**src/rtl/game_pkg.sv**
```systemverilog
// Shared state encoding, default timing constants and width helper for the
// game timer path (also used by timer_display).
package game_pkg;

  localparam int unsigned TICK_DIV_DEF = 1_000_000;
  localparam int unsigned GRACE_CS_DEF = 50;
  localparam int unsigned DYING_CS_DEF = 200;
  localparam int unsigned FLASH_CS_DEF = 25;

  typedef enum logic [1:0] {
    ST_IDLE  = 2'd0,
    ST_RUN   = 2'd1,
    ST_PAUSE = 2'd2,
    ST_DYING = 2'd3
  } game_state_e;

  // Counter width for a value range, never narrower than one bit.
  function automatic int unsigned cnt_w(input int unsigned n);
    int unsigned w;
    w = 32'($clog2(n));
    return (w == 32'd0) ? 32'd1 : w;
  endfunction

endpackage

```
**src/rtl/btn_sync_edge.sv**
```systemverilog
// Two-flop synchroniser plus edge flop for a raw button; emits a one-cycle
// pulse on each rising edge, so a held button yields a single event.
module btn_sync_edge (
  input  logic i_clk,
  input  logic i_rst_n,
  input  logic i_btn,
  output logic o_rise_c
);

  logic r_sync1;
  logic r_sync2;
  logic r_edge;

  always_ff @(posedge i_clk or negedge i_rst_n) begin
    if (!i_rst_n) begin
      r_sync1 <= 1'b0;
      r_sync2 <= 1'b0;
      r_edge  <= 1'b0;
    end else begin
      r_sync1 <= i_btn;
      r_sync2 <= r_sync1;
      r_edge  <= r_sync2;
    end
  end

  assign o_rise_c = r_sync2 & ~r_edge;

endmodule

```
**src/rtl/game_timer_ctrl.sv**
```systemverilog
// Game-phase sequencer: turns start/pause buttons and road collision into the
// run, clear, death and flash-blank controls for the timer display.
module game_timer_ctrl
  import game_pkg::*;
#(
  parameter int unsigned TICK_DIV = TICK_DIV_DEF,
  parameter int unsigned GRACE_CS = GRACE_CS_DEF,
  parameter int unsigned DYING_CS = DYING_CS_DEF,
  parameter int unsigned FLASH_CS = FLASH_CS_DEF
) (
  input  logic       i_clk,
  input  logic       i_rst_n,
  input  logic       i_start_btn,
  input  logic       i_pause_btn,
  input  logic       i_collision,
  output logic       o_timer_run,
  output logic       o_timer_clr,
  output logic       o_dead,
  output logic       o_disp_blank,
  output logic [1:0] o_game_state
);

  localparam int unsigned DIV_W   = cnt_w(TICK_DIV);
  localparam int unsigned GRACE_W = cnt_w(GRACE_CS + 1);
  localparam int unsigned DYING_W = cnt_w(DYING_CS);
  localparam int unsigned FLASH_W = cnt_w(FLASH_CS);

  game_state_e        r_state;
  logic [DIV_W-1:0]   r_div;
  logic [GRACE_W-1:0] r_grace;
  logic [DYING_W-1:0] r_dying;
  logic [FLASH_W-1:0] r_flash;
  logic               r_timer_run;
  logic               r_timer_clr;
  logic               r_dead;
  logic               r_disp_blank;

  game_state_e        w_state_nxt;
  logic [DIV_W-1:0]   w_div_nxt;
  logic [GRACE_W-1:0] w_grace_nxt;
  logic [DYING_W-1:0] w_dying_nxt;
  logic [FLASH_W-1:0] w_flash_nxt;
  logic               w_run_nxt;
  logic               w_clr_nxt;
  logic               w_dead_nxt;
  logic               w_blank_nxt;
  logic               w_tick;
  logic               w_start_rise;
  logic               w_pause_rise;

  btn_sync_edge u_start_sync (
    .i_clk    (i_clk),
    .i_rst_n  (i_rst_n),
    .i_btn    (i_start_btn),
    .o_rise_c (w_start_rise)
  );

  btn_sync_edge u_pause_sync (
    .i_clk    (i_clk),
    .i_rst_n  (i_rst_n),
    .i_btn    (i_pause_btn),
    .o_rise_c (w_pause_rise)
  );

  assign w_tick = (r_div == DIV_W'(TICK_DIV - 1));

  always_ff @(posedge i_clk or negedge i_rst_n) begin
    if (!i_rst_n) begin
      r_state      <= ST_IDLE;
      r_div        <= '0;
      r_grace      <= '0;
      r_dying      <= '0;
      r_flash      <= '0;
      r_timer_run  <= 1'b0;
      r_timer_clr  <= 1'b0;
      r_dead       <= 1'b0;
      r_disp_blank <= 1'b0;
    end else begin
      r_state      <= w_state_nxt;
      r_div        <= w_div_nxt;
      r_grace      <= w_grace_nxt;
      r_dying      <= w_dying_nxt;
      r_flash      <= w_flash_nxt;
      r_timer_run  <= w_run_nxt;
      r_timer_clr  <= w_clr_nxt;
      r_dead       <= w_dead_nxt;
      r_disp_blank <= w_blank_nxt;
    end
  end

  always_comb begin
    w_state_nxt = r_state;
    w_div_nxt   = w_tick ? '0 : r_div + DIV_W'(1);
    w_grace_nxt = r_grace;
    w_dying_nxt = r_dying;
    w_flash_nxt = r_flash;
    w_blank_nxt = r_disp_blank;
    w_clr_nxt   = 1'b0;
    w_dead_nxt  = 1'b0;

    case (r_state)
      ST_IDLE: begin
        if (w_start_rise) begin
          w_state_nxt = ST_RUN;
          w_clr_nxt   = 1'b1;
          w_grace_nxt = GRACE_W'(GRACE_CS);
        end
      end
      ST_RUN: begin
        // Collision outranks a coincident pause edge, which is dropped.
        if (i_collision && (r_grace == '0)) begin
          w_state_nxt = ST_DYING;
          w_dead_nxt  = 1'b1;
          w_dying_nxt = '0;
          w_flash_nxt = '0;
          w_blank_nxt = 1'b1;
        end else if (w_pause_rise) begin
          w_state_nxt = ST_PAUSE;
        end else if (w_tick && (r_grace != '0)) begin
          w_grace_nxt = r_grace - GRACE_W'(1);
        end
      end
      ST_PAUSE: begin
        if (w_pause_rise) begin
          w_state_nxt = ST_RUN;
        end
      end
      ST_DYING: begin
        if (w_tick) begin
          if (r_dying == DYING_W'(DYING_CS - 1)) begin
            w_state_nxt = ST_IDLE;
            w_dying_nxt = '0;
            w_flash_nxt = '0;
            w_blank_nxt = 1'b0;
          end else begin
            w_dying_nxt = r_dying + DYING_W'(1);
            if (r_flash == FLASH_W'(FLASH_CS - 1)) begin
              w_flash_nxt = '0;
              w_blank_nxt = ~r_disp_blank;
            end else begin
              w_flash_nxt = r_flash + FLASH_W'(1);
            end
          end
        end
      end
      default: begin
        w_state_nxt = ST_IDLE;
      end
    endcase

    // Every phase change restarts the divider so durations are whole ticks.
    if (w_state_nxt != r_state) begin
      w_div_nxt = '0;
    end
    w_run_nxt = (w_state_nxt == ST_RUN);
  end

  assign o_timer_run  = r_timer_run;
  assign o_timer_clr  = r_timer_clr;
  assign o_dead       = r_dead;
  assign o_disp_blank = r_disp_blank;
  assign o_game_state = r_state;

endmodule
```
**config.mk**
```make
export PLATFORM = sky130hd
export DESIGN_NAME = game_timer_ctrl
export DESIGN_NICKNAME = d
export VERILOG_FILES = /design/src/rtl/game_pkg.sv /design/src/rtl/btn_sync_edge.sv /design/src/rtl/game_timer_ctrl.sv
export SDC_FILE = /design/constraint.sdc
export NUM_CORES = 1
export LEC_CHECK = 0
export ABC_CLOCK_PERIOD_IN_PS = 4600
export CORE_ASPECT_RATIO = 0.6
export CORE_MARGIN = 1.5
export CORE_UTILIZATION = 50
export DETAILED_ROUTE_END_ITERATION = 10
export PLACE_DENSITY = 0.64
export RECOVER_POWER = 25
export SLEW_MARGIN = 15
export SYNTH_ARGS = -nofsm -noshare
export SYNTH_HDL_FRONTEND = slang
export SYNTH_HIERARCHICAL = 1
export SYNTH_SLANG_ARGS = --single-unit
```
**constraint.sdc**
```tcl
create_clock -name i_clk -period 4.6 [get_ports i_clk]
set_input_delay 0.46 -clock i_clk [delete_from_list [all_inputs] [get_ports i_clk]]
set_output_delay 0.46 -clock i_clk [all_outputs]
set_load 0.02 [all_outputs]
```
==> out/qor.csv, run 1 <==
stage,metric,value,unit
run_status,status,"finished, violations left",
run_status,violations,"max-capacitance violations, max-slew violations",
sta,hold_violations,0,
worst_hold_path,worstHoldPathType,reg2reg,
setup_path,r2r_end,r_dying[7],
sta,fmax,384,MHz
synth,synth_cell_types,51,
setup_path,cp.arrival,2.45,ns
setup_path,reg2reg_depth,5,
synth,ys_seq_elements,51,
drt,ant_nets,0,
synth,synthTopCellsByArea,"dfrtp_1 (47%), nor2_1 (5.0%), xor2_1 (3.2%)",
final_layout,drive_above_1_share,8.66,%
setup_path,critPathKind,in2async,
floorplanning,fp.dieArea,5890,µm²
setup_path,worst_ep_required_time,4.44,ns
power,power_leakage,1.30,nW
sta,tns,0,ns
drt,viasPerCell,5.65,
sta,min_period,2.61,ns
synth,yosysMostFrequentCell,dfrtp_1,
worst_hold_path,min_to,u_pause_sync/r_sync2,
floorplanning,ios,11,
sta,skew,0.00960,ns
cts,clk_path_buf_depth,2,
power,power,0.792,mW
sta,finalMaxSlewViolations,52,
floorplanning,rows,20,
cts,clock_sinks,51,
drt,firstDrtPassIters,4,
setup_path,critPathBufInv,2,
setup_path,cp_max_fo,51,
synth,synth_edf_count,0,
drt,drc,0,
setup_path,cp_cell_sequence,"buf_2, clkbuf_1",
setup_path,r2r_setup_slack,2.17,ns
synth,ys_seq_area_share,47.1,%
synth,synth_area_per_cell,10.1,µm²
sta,fin_crit_sh,56.6,%
cts,cts_hold_buf,0,
final_layout,fillCellCount,445,
final_layout,regArea,1280,µm²
final_layout,antennaDiodeCount,0,
worst_hold_path,hold_start,u_pause_sync/r_sync1,
synth,syn_nets,280,
cts,post_cts_buffers,0,
sta,relSlewSlack,-78.6,%
floorplanning,die_x,98.0,µm
final_layout,design_area,2940,µm²
global_routing,grt_pass1_wl,8.79,mm
global_routing,grt_pass1_vias,1749,
final_layout,final_util,57.2,%
cts,clock_latency,0.30,ns
synth,yosysTopAreaCellShare,47.1,%
sta,whs,0.354,ns
setup_path,path_delay_family,buffers and inverters,
floorplanning,initial_core_util,52.8,%
setup_path,r2r-start,o_game_state[1],
synth,synthTopCellsByCount,"dfrtp_1 (51), nor2_1 (36), nand2_1 (14)",
power,irDropWorstVdd,0.143,mV
sta,worst_pin_slew,2.68,ns
setup_path,slowest_stage,clkbuf_1,
synth,ys_async_sr_fraction,100,%
cts,htreeDepth,2,
synth,yosys.area.top_type,dfrtp_1,
drt,wirelength,5.14,mm
placement,portBuffers,10,
cts,cts_tree,built,
placement,place_congestion,0.810,
global_routing,antenna_found_initial,0,
cts,clockRootBuffer,clkbuf_8,
drt,vias,1939,
cts,clk_pin_slew,0.09,ns
setup_path,start_kind,input pin,
synth,syn_area,2710,µm²
global_routing,grt_max_degree,52,
job,maxCapViolCount,1,
worst_hold_path,hold_depth,0,
floorplanning,die_h,60.0,µm
synth,yosysWarnings,6,
placement,placedInstanceArea,2810,µm²
cts,cts_resized,0,
cts,numCtsBuffers,5,
placement,dp_hpwl,3.52,mm
power,power.density,270,nW/µm²
synth,ys.flop_type,dfrtp_1,
sta,setup_viol,0,
synth,syn_inst,269,
floorplanning,core,5130,µm²
drt,drt_iter0_drc,125,
final_layout,syn2layout_area_growth,8.36,%
setup_path,max_stage_delay,1.89,ns
global_routing,grt.total_usage,19.2,%
final_layout,multi_input_area,1320,µm²
final_layout,nets,287,
sta,rsz0062_at_grt,false,
global_routing,grt-ovfl-total,0,
setup_path,critPathCaptureType,async pin,
drt,wl_per_cell,15.0,µm
[cells in the final DEF, fill, tap and decap left out, types with 6 or more instances in the layout]
master	instances
dfrtp_1	51
nor2_1	36
nand2_1	14
inv_1	12
nand3_1	12
a21oi_1	12
nand4_1	10
xor2_1	10
and3_1	8
nor3_1	8
xnor2_1	8
mux2i_1	8
clkdlybuf4s50_1	7
nand2b_1	6
ha_1	6
clkbuf_8	6
[through the flow]
stage	std cells	setup slack [ns]
floorplan	269	2.71
global placement	335	2.04
detailed placement	335	2.01
CTS	343	1.99
global route	343	1.39
finish	343	1.99
[worst max-delay path by stage]
stage	start	endpoint	slack [ns]	cells past startpoint
final	i_rst_n	r_div[1]	1.99	2
after global routing	i_rst_n	r_dying[7]	1.39	2
after floorplan	r_div[0]	r_flash[2]	2.71	9
after CTS	r_div[7]	r_grace[4]	1.99	5
after global placement	r_div[7]	r_grace[4]	2.04	5
after detailed placement	r_div[7]	r_grace[4]	2.01	5
[state kept, by name (all words and copies together), names as in the netlist, 2 cells and up]
register / flops
r_dying: 8
o_game_state: 2
r_flash: 5
r_grace: 6
r_div: 20
[cell type report]
cell class | instances | share of cell area, %
flip-flops and latches | 51 | 43.5
inverters | 12 | 1.53
clock buffers | 6 | 2.81
multi-input cells | 195 | 44.8
clock inverters | 2 | 1.19
well taps | 66 | 2.81
repair buffers | 11 | 3.37
[layer usage]
layer / track usage, % / vias to the layer above / part of all wire [%]
met3: 4.21 / 5 / 5.0
li1: - / 964 / -
met5: 0 / - / 0
met2: 25.4 / 43 / 38
met1: 30.3 / 927 / 57
met4: 6.53 / 0 / 0.70
[cell families (layout without fill, tap and decap cells)]
kind of cell / Yosys count / after routing / synth area share, %
compound gates: 46 / 46 / 12.6
buf+inv: 23 / 31 / 4.80
simple gates: 117 / 117 / 24.0
flops: 51 / 51 / 47.1
xor+xnor: 18 / 18 / 5.82
mux: 8 / 8 / 2.95
fa+ha+maj: 6 / 6 / 2.77
[where the power goes]
group | internal [mW] | leakage (nW) | total (mW) | switching [mW]
registers | 0.451 | 0.616 | 0.452 | 0.00141
clock network | 0.176 | 0.0612 | 0.323 | 0.147
logic | 0.00469 | 0.621 | 0.0161 | 0.0114
total | 0.631 | 1.30 | 0.792 | 0.160
Power figures use the tool's default switching activity.
==> run 2, diff against run 1 <==
- ABC_CLOCK_PERIOD_IN_PS: 4600 -> 2600
- clock period: 4.6 -> 2.6 ns (I/O delays scaled with it)
==> out/qor.csv, run 2 (same netlist as run 1, synthesis figures left out) <==
stage,metric,value,unit,change
run_status,status,finished clean,,
setup_path,critPathKind,reg2reg,,
floorplanning,die_h,60.0,µm,unchanged
sta,setup_viol,0,,unchanged
setup_path,start_kind,register,,
sta,fin_crit_sh,84.9,%,
placement,place_congestion,0.883,,+9.0%
drt,wl_per_cell,14.8,µm,-1.2%
final_layout,syn2layout_area_growth,8.03,%,
global_routing,grt_pass1_wl,8.95,mm,+1.8%
sta,skew,0.00617,ns,-0.00343 ns
sta,hold_violations,0,,unchanged
final_layout,largest_reg_flops,20,,unchanged
power,power.density,434,nW/µm²,+61%
drt,vias,1952,,+0.67%
floorplanning,ios,11,,unchanged
global_routing,grt.total_usage,19.7,%,+0.46 points
setup_path,reg2reg_depth,6,,+1
final_layout,nets,292,,+1.7%
final_layout,fillCellCount,447,,+0.45%
cts,htreeDepth,2,,unchanged
setup_path,r2r_end,r_dying[1],,
power,irDropWorstVdd,0.235,mV,+64%
power,power,1.27,mW,+61%
final_layout,multi_input_area,1300,µm²,-0.95%
setup_path,r2r-start,r_div[0],,
placement,dp_hpwl,3.77,mm,+7.1%
cts,clk_path_buf_depth,2,,unchanged
setup_path,cp.depth,6,,+4
final_layout,instances_no_fill,348,,+1.5%
cts,post_cts_buffers,0,,unchanged
final_layout,regArea,1280,µm²,unchanged
drt,firstDrtPassIters,4,,unchanged
cts,clock_sinks,51,,unchanged
setup_path,cpMostUsedCell,and3_1,,
floorplanning,core,5130,µm²,unchanged
setup_path,cp-startpoint,r_div[0],,
final_layout,mostFrequentLayoutCells,"dfrtp_1 (51), nor2_1 (36), nand2_1 (14)",,
drt,wirelength,5.16,mm,+0.27%
drt,drt_iter0_drc,135,,+8.0%
setup_path,max_stage_delay,0.60,ns,-1.29 ns
global_routing,grt_max_degree,34,,-35%
final_layout,regMostFlops,r_div,,
floorplanning,rows,20,,unchanged
sta,rsz0062_at_grt,false,,
setup_path,path_delay_family,simple AND/OR/NAND/NOR gates,,
setup_path,slowest_stage,or3_1,,
sta,finalMaxSlewViolations,0,,-100%
global_routing,grt_pass1_vias,1777,,+1.6%
final_layout,drive_above_1_share,9.22,%,+0.56 points
sta,relSlewSlack,30.1,%,+110 points
drt,drc,0,,unchanged
placement,portBuffers,10,,unchanged
setup_path,critPathBufInv,0,,-2
setup_path,cp-endpoint,r_dying[1],,
power,power_leakage,1.30,nW,+0.46%
drt,ant_nets,0,,unchanged
cts,clk_pin_slew,0.09,ns,about the same
cts,numCtsBuffers,5,,unchanged
global_routing,grt-ovfl-total,0,,unchanged
cts,clockRootBuffer,clkbuf_8,,
setup_path,cp_max_fo,17,,-67%
sta,min_period,2.21,ns,
sta,worst_pin_slew,1.05,ns,-1.63 ns
placement,place_inst,339,,+1.2%
job,maxCapViolCount,0,,-1
final_layout,largest_registers,"r_div x20, r_dying x8, r_grace x6",,
floorplanning,fp.dieArea,5890,µm²,unchanged
final_layout,antennaDiodeCount,0,,unchanged
worst_hold_path,worstHoldPathType,reg2reg,,
final_layout,layout_commonest_cell,dfrtp_1,,
setup_path,cp_cell_sequence,"ha_1, and3_1, nand4_1, or3_1, and3_1, a31o_1",,
final_layout,final_util,57.1,%,-0.17 points
cts,cts_tree,built,,
floorplanning,initial_core_util,52.8,%,unchanged
sta,fmax,453,MHz,
sta,tns,0,ns,unchanged
setup_path,r2r_setup_slack,0.39,ns,-1.78 ns
floorplanning,die_x,98.0,µm,unchanged
setup_path,critPathCaptureType,register,,
drt,viasPerCell,5.61,,-0.78%
setup_path,worst_ep_required_time,2.80,ns,-1.64 ns
setup_path,cp.arrival,2.41,ns,-0.04 ns
cts,clock_latency,0.30,ns,about the same
global_routing,antenna_found_initial,0,,unchanged
run 2: cell count changes in the layout (fill, tap and decap cells not counted), sizes merged:
cell	change
clkbuf	+2
bufinv	-1
dlygate4sd3	+1
buf	+3
run 2: metrics by stage:
| step | worst slack, ns | hold WS (ns) | cell area [µm²] |
|---|---|---|---|
| after detailed placement | 0.386 | 0.227 | 2840 |
| after floorplan | 0.715 | -0.0356 | 2710 |
| after CTS | 0.350 | 0.364 | 2930 |
| after global routing | 0.157 | 0.368 | 2930 |
| after global placement | 0.486 | 0.228 | 2840 |
| final | 0.392 | 0.364 | 2930 |
run 2: what timing repair did:
item | CTS | global route
resized for setup | 0 | 0
endpoints found under the setup margin | 0 | 0
hold endpoints to repair | 18 | 0
hold buffers | 1 | 0
run 2: where the power goes:
group	switching, mW	total, mW	leakage (nW)	internal [mW]
Sequential	0.00261	0.800	0.616	0.797
Clock	0.251	0.440	0.0422	0.189
Combinational	0.0212	0.0305	0.646	0.00932
Total	0.275	1.27	1.30	0.996
run 2: worst min path at each step:
stage / from / to / cells after the start
after floorplan: i_rst_n / o_dead / 0
after global placement: i_rst_n / r_grace[4] / 1
after detailed placement: i_rst_n / r_grace[4] / 1
after CTS: u_start_sync/r_sync1 / u_start_sync/r_sync2 / 0
after global routing: u_start_sync/r_sync1 / u_start_sync/r_sync2 / 0
final: u_start_sync/r_sync1 / u_start_sync/r_sync2 / 0
run 2: area by class of cell:
type | count | share of cell area (%)
Multi-Input combinational cell | 195 | 44.5
Timing Repair Buffer | 16 | 4.74
Clock inverter | 1 | 0.171
Clock buffer | 7 | 2.61
Tap cell | 66 | 2.82
Inverter | 12 | 1.54
Sequential cell | 51 | 43.6
run 2: per-layer routing:
layer / part of all wire, % / track usage [%] / wire length [µm]
met2: 38 / 25.7 / 1940
met4: 1.0 / 4.90 / 53
met1: 56 / 31.1 / 2870
met5: 0 / 0 / 0
met3: 5.8 / 5.61 / 299
